$ cat src/rtl/hazard_ctrl_pkg.sv
// rtl/hazard_ctrl_pkg.sv - shared select encodings, Tuse/Tnew constants and slot type for hazard_ctrl
package hazard_ctrl_pkg;

    typedef struct packed {
        logic [4:0] wa;
        logic [1:0] tnew;
        logic [4:0] rs;
        logic [4:0] rt;
    } slot_t;

    localparam slot_t BUBBLE = '0;

    localparam logic [1:0] FWD_D_RF  = 2'b00;
    localparam logic [1:0] FWD_D_E   = 2'b01;
    localparam logic [1:0] FWD_D_M   = 2'b10;
    localparam logic [1:0] FWD_D_W   = 2'b11;

    localparam logic [1:0] FWD_E_ID  = 2'b00;
    localparam logic [1:0] FWD_E_EM  = 2'b01;
    localparam logic [1:0] FWD_E_MW  = 2'b10;

    localparam logic [1:0] TUSE_NONE = 2'd3;
    localparam logic [1:0] TNEW_JAL  = 2'd0;
    localparam logic [1:0] TNEW_ALU  = 2'd1;
    localparam logic [1:0] TNEW_LOAD = 2'd2;

    function automatic logic reg_match(input logic [4:0] wa, input logic [4:0] a);
        return (a != 5'd0) && (wa == a);
    endfunction

    function automatic logic [1:0] sat_dec(input logic [1:0] t);
        return (t == 2'd0) ? 2'd0 : t - 2'd1;
    endfunction

endpackage

$ cat src/rtl/md_busy_counter.sv
// rtl/md_busy_counter.sv - mult/div busy window counter, loaded when a mult/div leaves D
module md_busy_counter
    import hazard_ctrl_pkg::*;
#(
    parameter int MULT_CYCLES = 5,
    parameter int DIV_CYCLES  = 10,
    parameter int CNT_W       = 4
) (
    input  logic clk,
    input  logic rst,
    input  logic load,
    input  logic div,
    output logic busy
);

    logic [CNT_W-1:0] cnt_q;
    logic [CNT_W-1:0] cnt_d;

    always_comb begin
        cnt_d = cnt_q;
        if (load) begin
            cnt_d = div ? CNT_W'(DIV_CYCLES) : CNT_W'(MULT_CYCLES);
        end else if (cnt_q != '0) begin
            cnt_d = cnt_q - CNT_W'(1);
        end
    end

    always_ff @(posedge clk or posedge rst) begin
        if (rst) begin
            cnt_q <= '0;
        end else begin
            cnt_q <= cnt_d;
        end
    end

    assign busy = (cnt_q != '0);

endmodule

$ cat src/rtl/hazard_ctrl.sv
// rtl/hazard_ctrl.sv - shadow E/M/W pipeline producing stall and forwarding selects for the ID stage
module hazard_ctrl
    import hazard_ctrl_pkg::*;
#(
    parameter int MULT_CYCLES = 5,
    parameter int DIV_CYCLES  = 10,
    parameter int CNT_W       = 4
) (
    input  logic       clk,
    input  logic       reset,
    input  logic [4:0] d_rs,
    input  logic [4:0] d_rt,
    input  logic [1:0] d_tuse_rs,
    input  logic [1:0] d_tuse_rt,
    input  logic [4:0] d_wa,
    input  logic [1:0] d_tnew,
    input  logic       d_md_use,
    input  logic       d_md_start,
    input  logic       d_md_div,
    output logic       stall,
    output logic [1:0] fwd_rs_d,
    output logic [1:0] fwd_rt_d,
    output logic [1:0] fwd_rs_e,
    output logic [1:0] fwd_rt_e,
    output logic       fwd_rt_m,
    output logic       md_busy
);

    // Older stages keep only the fields that are still consulted there.
    slot_t      e_q, e_d;
    logic       e_md_q, e_md_d;
    logic [4:0] m_wa_q, m_wa_d, m_rt_q, m_rt_d;
    logic [1:0] m_tnew_q, m_tnew_d;
    logic [4:0] w_wa_q, w_wa_d;
    logic [1:0] w_tnew_q, w_tnew_d;

    logic stall_rs, stall_rt, stall_md;

    always_comb begin
        e_d      = stall ? BUBBLE : {d_wa, d_tnew, d_rs, d_rt};
        e_md_d   = stall ? 1'b0 : d_md_start;
        m_wa_d   = e_q.wa;
        m_tnew_d = sat_dec(e_q.tnew);
        m_rt_d   = e_q.rt;
        w_wa_d   = m_wa_q;
        w_tnew_d = sat_dec(m_tnew_q);
    end

    always_ff @(posedge clk or posedge reset) begin
        if (reset) begin
            e_q      <= BUBBLE;
            e_md_q   <= 1'b0;
            m_wa_q   <= 5'd0;
            m_tnew_q <= 2'd0;
            m_rt_q   <= 5'd0;
            w_wa_q   <= 5'd0;
            w_tnew_q <= 2'd0;
        end else begin
            e_q      <= e_d;
            e_md_q   <= e_md_d;
            m_wa_q   <= m_wa_d;
            m_tnew_q <= m_tnew_d;
            m_rt_q   <= m_rt_d;
            w_wa_q   <= w_wa_d;
            w_tnew_q <= w_tnew_d;
        end
    end

    always_comb begin
        stall_rs = (d_tuse_rs != TUSE_NONE) &&
                   ((reg_match(e_q.wa, d_rs) && (e_q.tnew > d_tuse_rs)) ||
                    (reg_match(m_wa_q, d_rs) && (m_tnew_q > d_tuse_rs)));
        stall_rt = (d_tuse_rt != TUSE_NONE) &&
                   ((reg_match(e_q.wa, d_rt) && (e_q.tnew > d_tuse_rt)) ||
                    (reg_match(m_wa_q, d_rt) && (m_tnew_q > d_tuse_rt)));
        stall_md = d_md_use && (md_busy || e_md_q);
        stall    = stall_rs || stall_rt || stall_md;
    end

    always_comb begin
        fwd_rs_d = FWD_D_RF;
        if (reg_match(e_q.wa, d_rs) && e_q.tnew == 2'd0)       fwd_rs_d = FWD_D_E;
        else if (reg_match(m_wa_q, d_rs) && m_tnew_q == 2'd0)  fwd_rs_d = FWD_D_M;
        else if (reg_match(w_wa_q, d_rs) && w_tnew_q == 2'd0)  fwd_rs_d = FWD_D_W;

        fwd_rt_d = FWD_D_RF;
        if (reg_match(e_q.wa, d_rt) && e_q.tnew == 2'd0)       fwd_rt_d = FWD_D_E;
        else if (reg_match(m_wa_q, d_rt) && m_tnew_q == 2'd0)  fwd_rt_d = FWD_D_M;
        else if (reg_match(w_wa_q, d_rt) && w_tnew_q == 2'd0)  fwd_rt_d = FWD_D_W;

        fwd_rs_e = FWD_E_ID;
        if (reg_match(m_wa_q, e_q.rs) && m_tnew_q == 2'd0)     fwd_rs_e = FWD_E_EM;
        else if (reg_match(w_wa_q, e_q.rs))                    fwd_rs_e = FWD_E_MW;

        fwd_rt_e = FWD_E_ID;
        if (reg_match(m_wa_q, e_q.rt) && m_tnew_q == 2'd0)     fwd_rt_e = FWD_E_EM;
        else if (reg_match(w_wa_q, e_q.rt))                    fwd_rt_e = FWD_E_MW;

        fwd_rt_m = reg_match(w_wa_q, m_rt_q);
    end

    md_busy_counter #(
        .MULT_CYCLES(MULT_CYCLES),
        .DIV_CYCLES (DIV_CYCLES),
        .CNT_W      (CNT_W)
    ) u_md_busy_counter (
        .clk (clk),
        .rst (reset),
        .load(d_md_start && !stall),
        .div (d_md_div),
        .busy(md_busy)
    );

endmodule
$ cat config.mk
export PLATFORM = sky130hd
export DESIGN_NAME = hazard_ctrl
export DESIGN_NICKNAME = d
export VERILOG_FILES = /design/src/rtl/hazard_ctrl_pkg.sv /design/src/rtl/md_busy_counter.sv /design/src/rtl/hazard_ctrl.sv
export SDC_FILE = /design/constraint.sdc
export NUM_CORES = 1
export LEC_CHECK = 0
export CORE_ASPECT_RATIO = 2
export CORE_UTILIZATION = 34
export DETAILED_ROUTE_END_ITERATION = 16
export PLACE_DENSITY_LB_ADDON = 0.08
export SETUP_SLACK_MARGIN = 0.1
export SYNTH_ARGS = -nofsm -noshare
export SYNTH_HDL_FRONTEND = slang
export SYNTH_SLANG_ARGS = --single-unit
$ cat constraint.sdc
create_clock -name clk -period 2.5 [get_ports clk]
set_input_delay 0.25 -clock clk [delete_from_list [all_inputs] [get_ports clk]]
set_output_delay 0.25 -clock clk [all_outputs]
set_load 0.02 [all_outputs]
==> run metrics <==
Synth Instances 231; Final Util 0.478; GRT Total Usage 0.199; reg-to-reg endpoint u_md_busy_counter.cnt_q[3]; asr flop ratio synth 1.00; First-pass DRT Iterations 4; R2R depth 8; Remaining DRCs 0; H-tree levels 2; post-route cell area between 3000 and 4000 um2; most common cell in the netlist dfrtp_1; Leak 1.50 nW; NumNets Final 333; core area 6670 um2; worst reg2reg setup slack about 280 ps; post-synth net total ~270; Vias/cell 4.84; largest cells by area after synthesis dfrtp_1 (43%), xnor2_1 (11%), xor2_1 (8.8%), ha_1 (5.3%), and2_1 (5.0%); number of antenna diodes 0; Pwr per Cell Area 694 nW/um2; Critical Path End Type output pin; synth warn 0; Area growth syn-to-layout 33.9%; HP Class input port to asynchronous set/reset pin; Final Critical Period between 2000 and 2500 ps; Max-Cap Viols 0; Post-Synthesis Mean Instance Area between 10 and 15 um2; Skew-Pair Late Insertion Delay about 280 ps; Vias about 1,900; fraction of layout cells with a size suffix above 1 0.195; ordered list of cells on the worst path clkdlybuf4s50_1 > inv_1 > ha_1 > nor2b_1 > o21ai_0 > nor3_1 > nor2_1 > and3_4 > inv_2 > clkbuf_2; Longest Clk Path Bufs 2; Overflow after GRT 0; Worst VDD drop ~0.56 mV; CP arrival 2160 ps; routed length per instance roughly 16 um; Synth area leader dfrtp_1; ratio of final minimum period to clock period 0.964; Slew HR 0.634; Yosys reg bits between 40 and 50; CTS tree done; drt initial violations 33; die area 7370 um2; share of the synthesized area in the top cell type 0.431; # setup viols final 0; count of final hold-check violations 0; vias in the first global route 2,123; placed inst area 3040 um2; IO Count 37; Crit Path Max Fanout 2; Post-Syn Area 2380 um2; Reg clk slew, reported paths 60 ps; antenna violations before repair 0; total power around 0.0022 W; top cells by count, synth dfrtp_1 (41), xnor2_1 (30), xor2_1 (24); RSZ-0062 raised after global routing yes; sequential area share after synthesis 0.431; antenna viol nets, final 0; Die Ht 120 um; pin count of the biggest net entering global routing 42; Reg2Reg Launch Point e_q[11]; CP Class input port to output pin; Clock Skews 3.89 ps; I/O Buffers 36; peak per-stage delay on the critical path 470 ps; clk sinks 41; Routability Congestion 0.789; Worst EP required 2250 ps; placed cells 376; fmax 415 MHz; Rows 42; Worst setup SP type input port; Post-synth EDFFs 0; Post-synth top flop dfrtp_1; first-pass GRT wire length about 10 mm; Final Slew Violations 0; Routed WL 6.21 mm; status complete, no violations; Die Width slightly above 60 um; clock root buffer clkbuf_16; CTS Buf Count 5; CP Buf/Inv Count 4; WHS 406 ps; Non-Filler Instances 386; Post-DP HPWL 4.93 mm; worst-margin pin slew between 500 and 600 ps; cell family with most CP delay buffers and inverters; initial core utilization 0.357; Distinct cells, synth 40; slowest CP cell clkdlybuf4s50_1
[tightest hold or removal path, cell delays in order]
cell and delay [ps]:
clkdlybuf4s50_1 400, inv_1 50, buf_4 450
[cells in the final DEF, fill, tap and decap left out, types with 6 or more instances in the layout]
cell type         n
clkdlybuf4s50_1  23
xor2_1           24
ha_1             10
nor2_1            8
dfrtp_1          41
nand2_1           7
nor4_1            6
xnor2_1          30
inv_1            12
buf_4            35
and2_1           19
nor3_1            7
[per-stage QoR]
stage	TNS (ps)	setup slack, ps
2_1_floorplan	0	352
3_3_place_gp	-1710	-414
3_5_place_dp	-2220	-451
4_1_cts	-116	-116
5_1_grt	0	21.3
6_report	0	88.9
[report_power, final]
group          switching [W]  total [W]  internal, W
combinational       0.000342   0.000713     0.000371
clock               0.000251   0.000622     0.000371
sequential          0.000112   0.000879     0.000767
[per-layer routing]
metal / share of wire / up-vias / GRT usage
met5: 0 / - / 0
met4: 0.054 / 0 / 0.125
met3: 0.029 / 21 / 0.0439
met2: 0.60 / 43 / 0.380
met1: 0.31 / 890 / 0.168
li1: - / 913 / -
[how the worst max path moves through the flow]
stage,start,endpoint,cells past startpoint
2_1_floorplan,m_rt_d[1],fwd_rt_e[1],4
3_3_place_gp,d_tuse_rt[1],stall,8
3_5_place_dp,d_tuse_rt[1],stall,8
4_1_cts,d_rt[1],stall,8
5_1_grt,d_tuse_rs[1],stall,10
6_report,d_tuse_rs[1],stall,10
[cell families after synthesis]
kind of cell	after synthesis	synth area share
xor gates and xnor gates	54	0.199
buffers and inverters	25	0.0446
adders and majority gates	10	0.0525
AOI/OAI and AO/OA	24	0.0772
DFF	41	0.431
and+or+nand+nor	73	0.179
muxes	4	0.0179
[registers in the layout, indices dropped and copies added, names as in the netlist]
register / count
e_md_q: 1
e_q: 7
m_rt_d: 5
m_rt_q: 5
m_tnew_q: 2
m_wa_d: 5
m_wa_q: 5
u_md_busy_counter.cnt_q: 4
w_tnew_q: 2
w_wa_q: 5
[layout make-up]
type / instances / area [um2]
clock buffers: 8 / 136
multi-input cells: 165 / 1270
inverters: 13 / 48.8
repair buffers: 71 / 598
fillers: 678 / 3480
well taps: 88 / 110
flip-flops and latches: 41 / 1030
[timing repair]
action | 4_1_cts | 5_1_grt
resized for setup | 17 | 14
buffers inserted | 1 | 1
pin swaps | 2 | 5
setup endpoints to repair | 9 | 8
hold buffers | 0 | 0
gates cloned | 0 | 0
No activity file was read; power rests on OpenSTA's default activity.
==> variant (same flow settings) <==
`CNT_W` is set to 4 in 2 places; all go to 6.
--- a/src/rtl/md_busy_counter.sv
+++ b/src/rtl/md_busy_counter.sv
@@ -6,3 +6,3 @@
     parameter int DIV_CYCLES  = 10,
-    parameter int CNT_W       = 4
+    parameter int CNT_W       = 6
 ) (
--- a/src/rtl/hazard_ctrl.sv
+++ b/src/rtl/hazard_ctrl.sv
@@ -6,3 +6,3 @@
     parameter int DIV_CYCLES  = 10,
-    parameter int CNT_W       = 4
+    parameter int CNT_W       = 6
 ) (
Behaviour: no difference found for any inputs over 10 cycles, from zero or initial values and one cycle with reset high; that may be too few to reach the edited logic, so the function may still have changed.
==> variant against the unedited design <==
Sequential share of layout area shrank 0.66 points. Synthesized area grew 3.8%. Worst setup slack gained 0.069 ns. Worst hold slack gained 0.0020 ns. Routed wire length grew 4.0%. Power grew 13%. Cell area grew 7.6%. Cell count grew 4.4%. Combinational power grew 15%. Count of clock-buffer cells in the layout shrank 2. Sequential cell count grew 2. Critical path type unchanged. Highest routed layer unchanged.
==> variant: results (changes against the unedited design) <==
Largest regs e_q: 7 flops, u_md_busy_counter.cnt_q: 6 flops; wire length of the first global-routing pass 11.0 mm (was 10.1 mm); # nets final 348 (was 333); worst clock skew 0.00503 ns (was 0.00389 ns); Critical Path AT 2.09 ns (was 2.16 ns); Finished Layout Cells 403 (was 386); ys async rst share 100% (unchanged); largest net degree at the start of global routing 44 (was 42); DR vias 1,949 (was 1,867); synth cell count leaders 43 x dfrtp_1, 30 x xnor2_1, 28 x xor2_1 (was 41 x dfrtp_1, 30 x xnor2_1, 24 x xor2_1); worst-margin pin slew 0.558 ns (was 0.549 ns); count of warnings emitted by yosys 0 (unchanged); layout cell share with drive strength beyond 1 25.6% (was 19.5%); post-synthesis sequential area ratio 43.5% (was 43.1%); dpl cells 390 (was 376); First-pass DRT Iterations 3 (was 4); Worst-path clk slew 0.06 ns (about the same); gp weighted congestion 0.818 (was 0.789); vias in the first global route 2,260 (was 2,123); Root Driver clkbuf_16 (unchanged); clk buf depth 2 (unchanged); antenna diode count 0 (unchanged); status finished, final reports clean (unchanged); Pleak 1.61 nW (was 1.50 nW); Total Wirelength 6.46 mm (was 6.21 mm); Post-Synthesis Cells 236 (was 231); H-Tree Depth 2 (unchanged); dpl hpwl 5.19 mm (was 4.93 mm); Net Count, Synth 272 (was 267); Global Route Usage Sum 19.5% (was 19.9%); top post-synthesis cells by area dfrtp_1 44%, xnor2_1 11%, xor2_1 9.9%, ha_1 5.1%, and2_1 4.8% (was dfrtp_1 43%, xnor2_1 11%, xor2_1 8.8%, ha_1 5.3%, and2_1 5.0%); initial drt markers 36 (was 33); Netlist cell types 39 (was 40); Worst VDD drop 0.505 mV (was 0.557 mV); TritonCTS Buffers 5 (unchanged)
variant: changes by cell type in the layout (fill, tap and decap cells not counted), moves of 4 or more:
cell,delta
buf_4,+9
nor3_1,-4
xor2_1,+4
dlygate4sd2_1,+5
dfrtp_2,+4
variant: per-stage QoR:
step	setup WS, ns	area [um^2]
after floorplan	0.247	2470
after CTS	-0.0822	3370
after global routing	0.0728	3430
after global placement	-0.405	3180
final	0.158	3430
after detailed placement	-0.425	3180
variant: what timing repair did:
item	in CTS	in global routing
pin swaps	2	7
endpoints found under the hold margin	0	0
endpoints found under the setup margin	10	7
gates resized for setup	28	23
buffers inserted	0	5
variant: cells by family (layout without fill, tap and decap cells):
kind of cell / after synthesis / count (layout) / share of synthesized area [%]
compound gates: 25 / 25 / 7.89
mux: 4 / 4 / 1.72
fa+ha+maj: 10 / 10 / 5.06
flops: 43 / 43 / 43.5
buf+inv: 21 / 98 / 3.64
simple gates: 75 / 75 / 17.7
xor+xnor: 58 / 58 / 20.5
variant: metal layers:
layer  up-vias  wire [um]  track usage, %
li1        949          -               -
met1       937       2100            17.2
met2        43       3930            39.6
met3        20        154            3.53
met4         0        274            11.6
met5         -          0               0
variant: final timing paths:
kind / start / to / slack (ns) / cells after the start
worst max-delay path: d_tuse_rt[1] / stall / 0.16 / 9
min in group clk: d_rs[3] / e_q[8] / 0.43 / 2
worst min-delay path: reset / m_wa_d[1] / 0.41 / 3
max in group asynchronous: reset / m_rt_d[3] / 1.68 / 3
worst max register to register: u_md_busy_counter.cnt_q[1] / u_md_busy_counter.cnt_q[4] / 0.33 / 9
worst min register to register: m_rt_d[3] / m_rt_q[3] / 0.45 / 0
variant: power breakdown:
group	total (mW)	leakage [nW]	internal [mW]	switching [mW]
clock	0.757	0.0868	0.496	0.260
combinational	0.821	0.975	0.423	0.398
sequential	0.924	0.548	0.813	0.112
variant: area by class of cell:
class	instances	area, um^2
timing repair buffer	79	653
sequential	43	1080
fill	711	3560
clock buffer	6	139
tap	90	113
inverter	11	41.3
multi-input combinational	172	1370
clock inverter	2	35.0
variant: worst max-delay path, cell delays in order:
cell             delay (ns)
clkdlybuf4s50_1        0.48
inv_1                  0.07
ha_1                   0.35
a21oi_1                0.12
a2111oi_4              0.34
o21ai_2                0.13
and3_4                 0.17
inv_2                  0.04
clkbuf_2               0.15
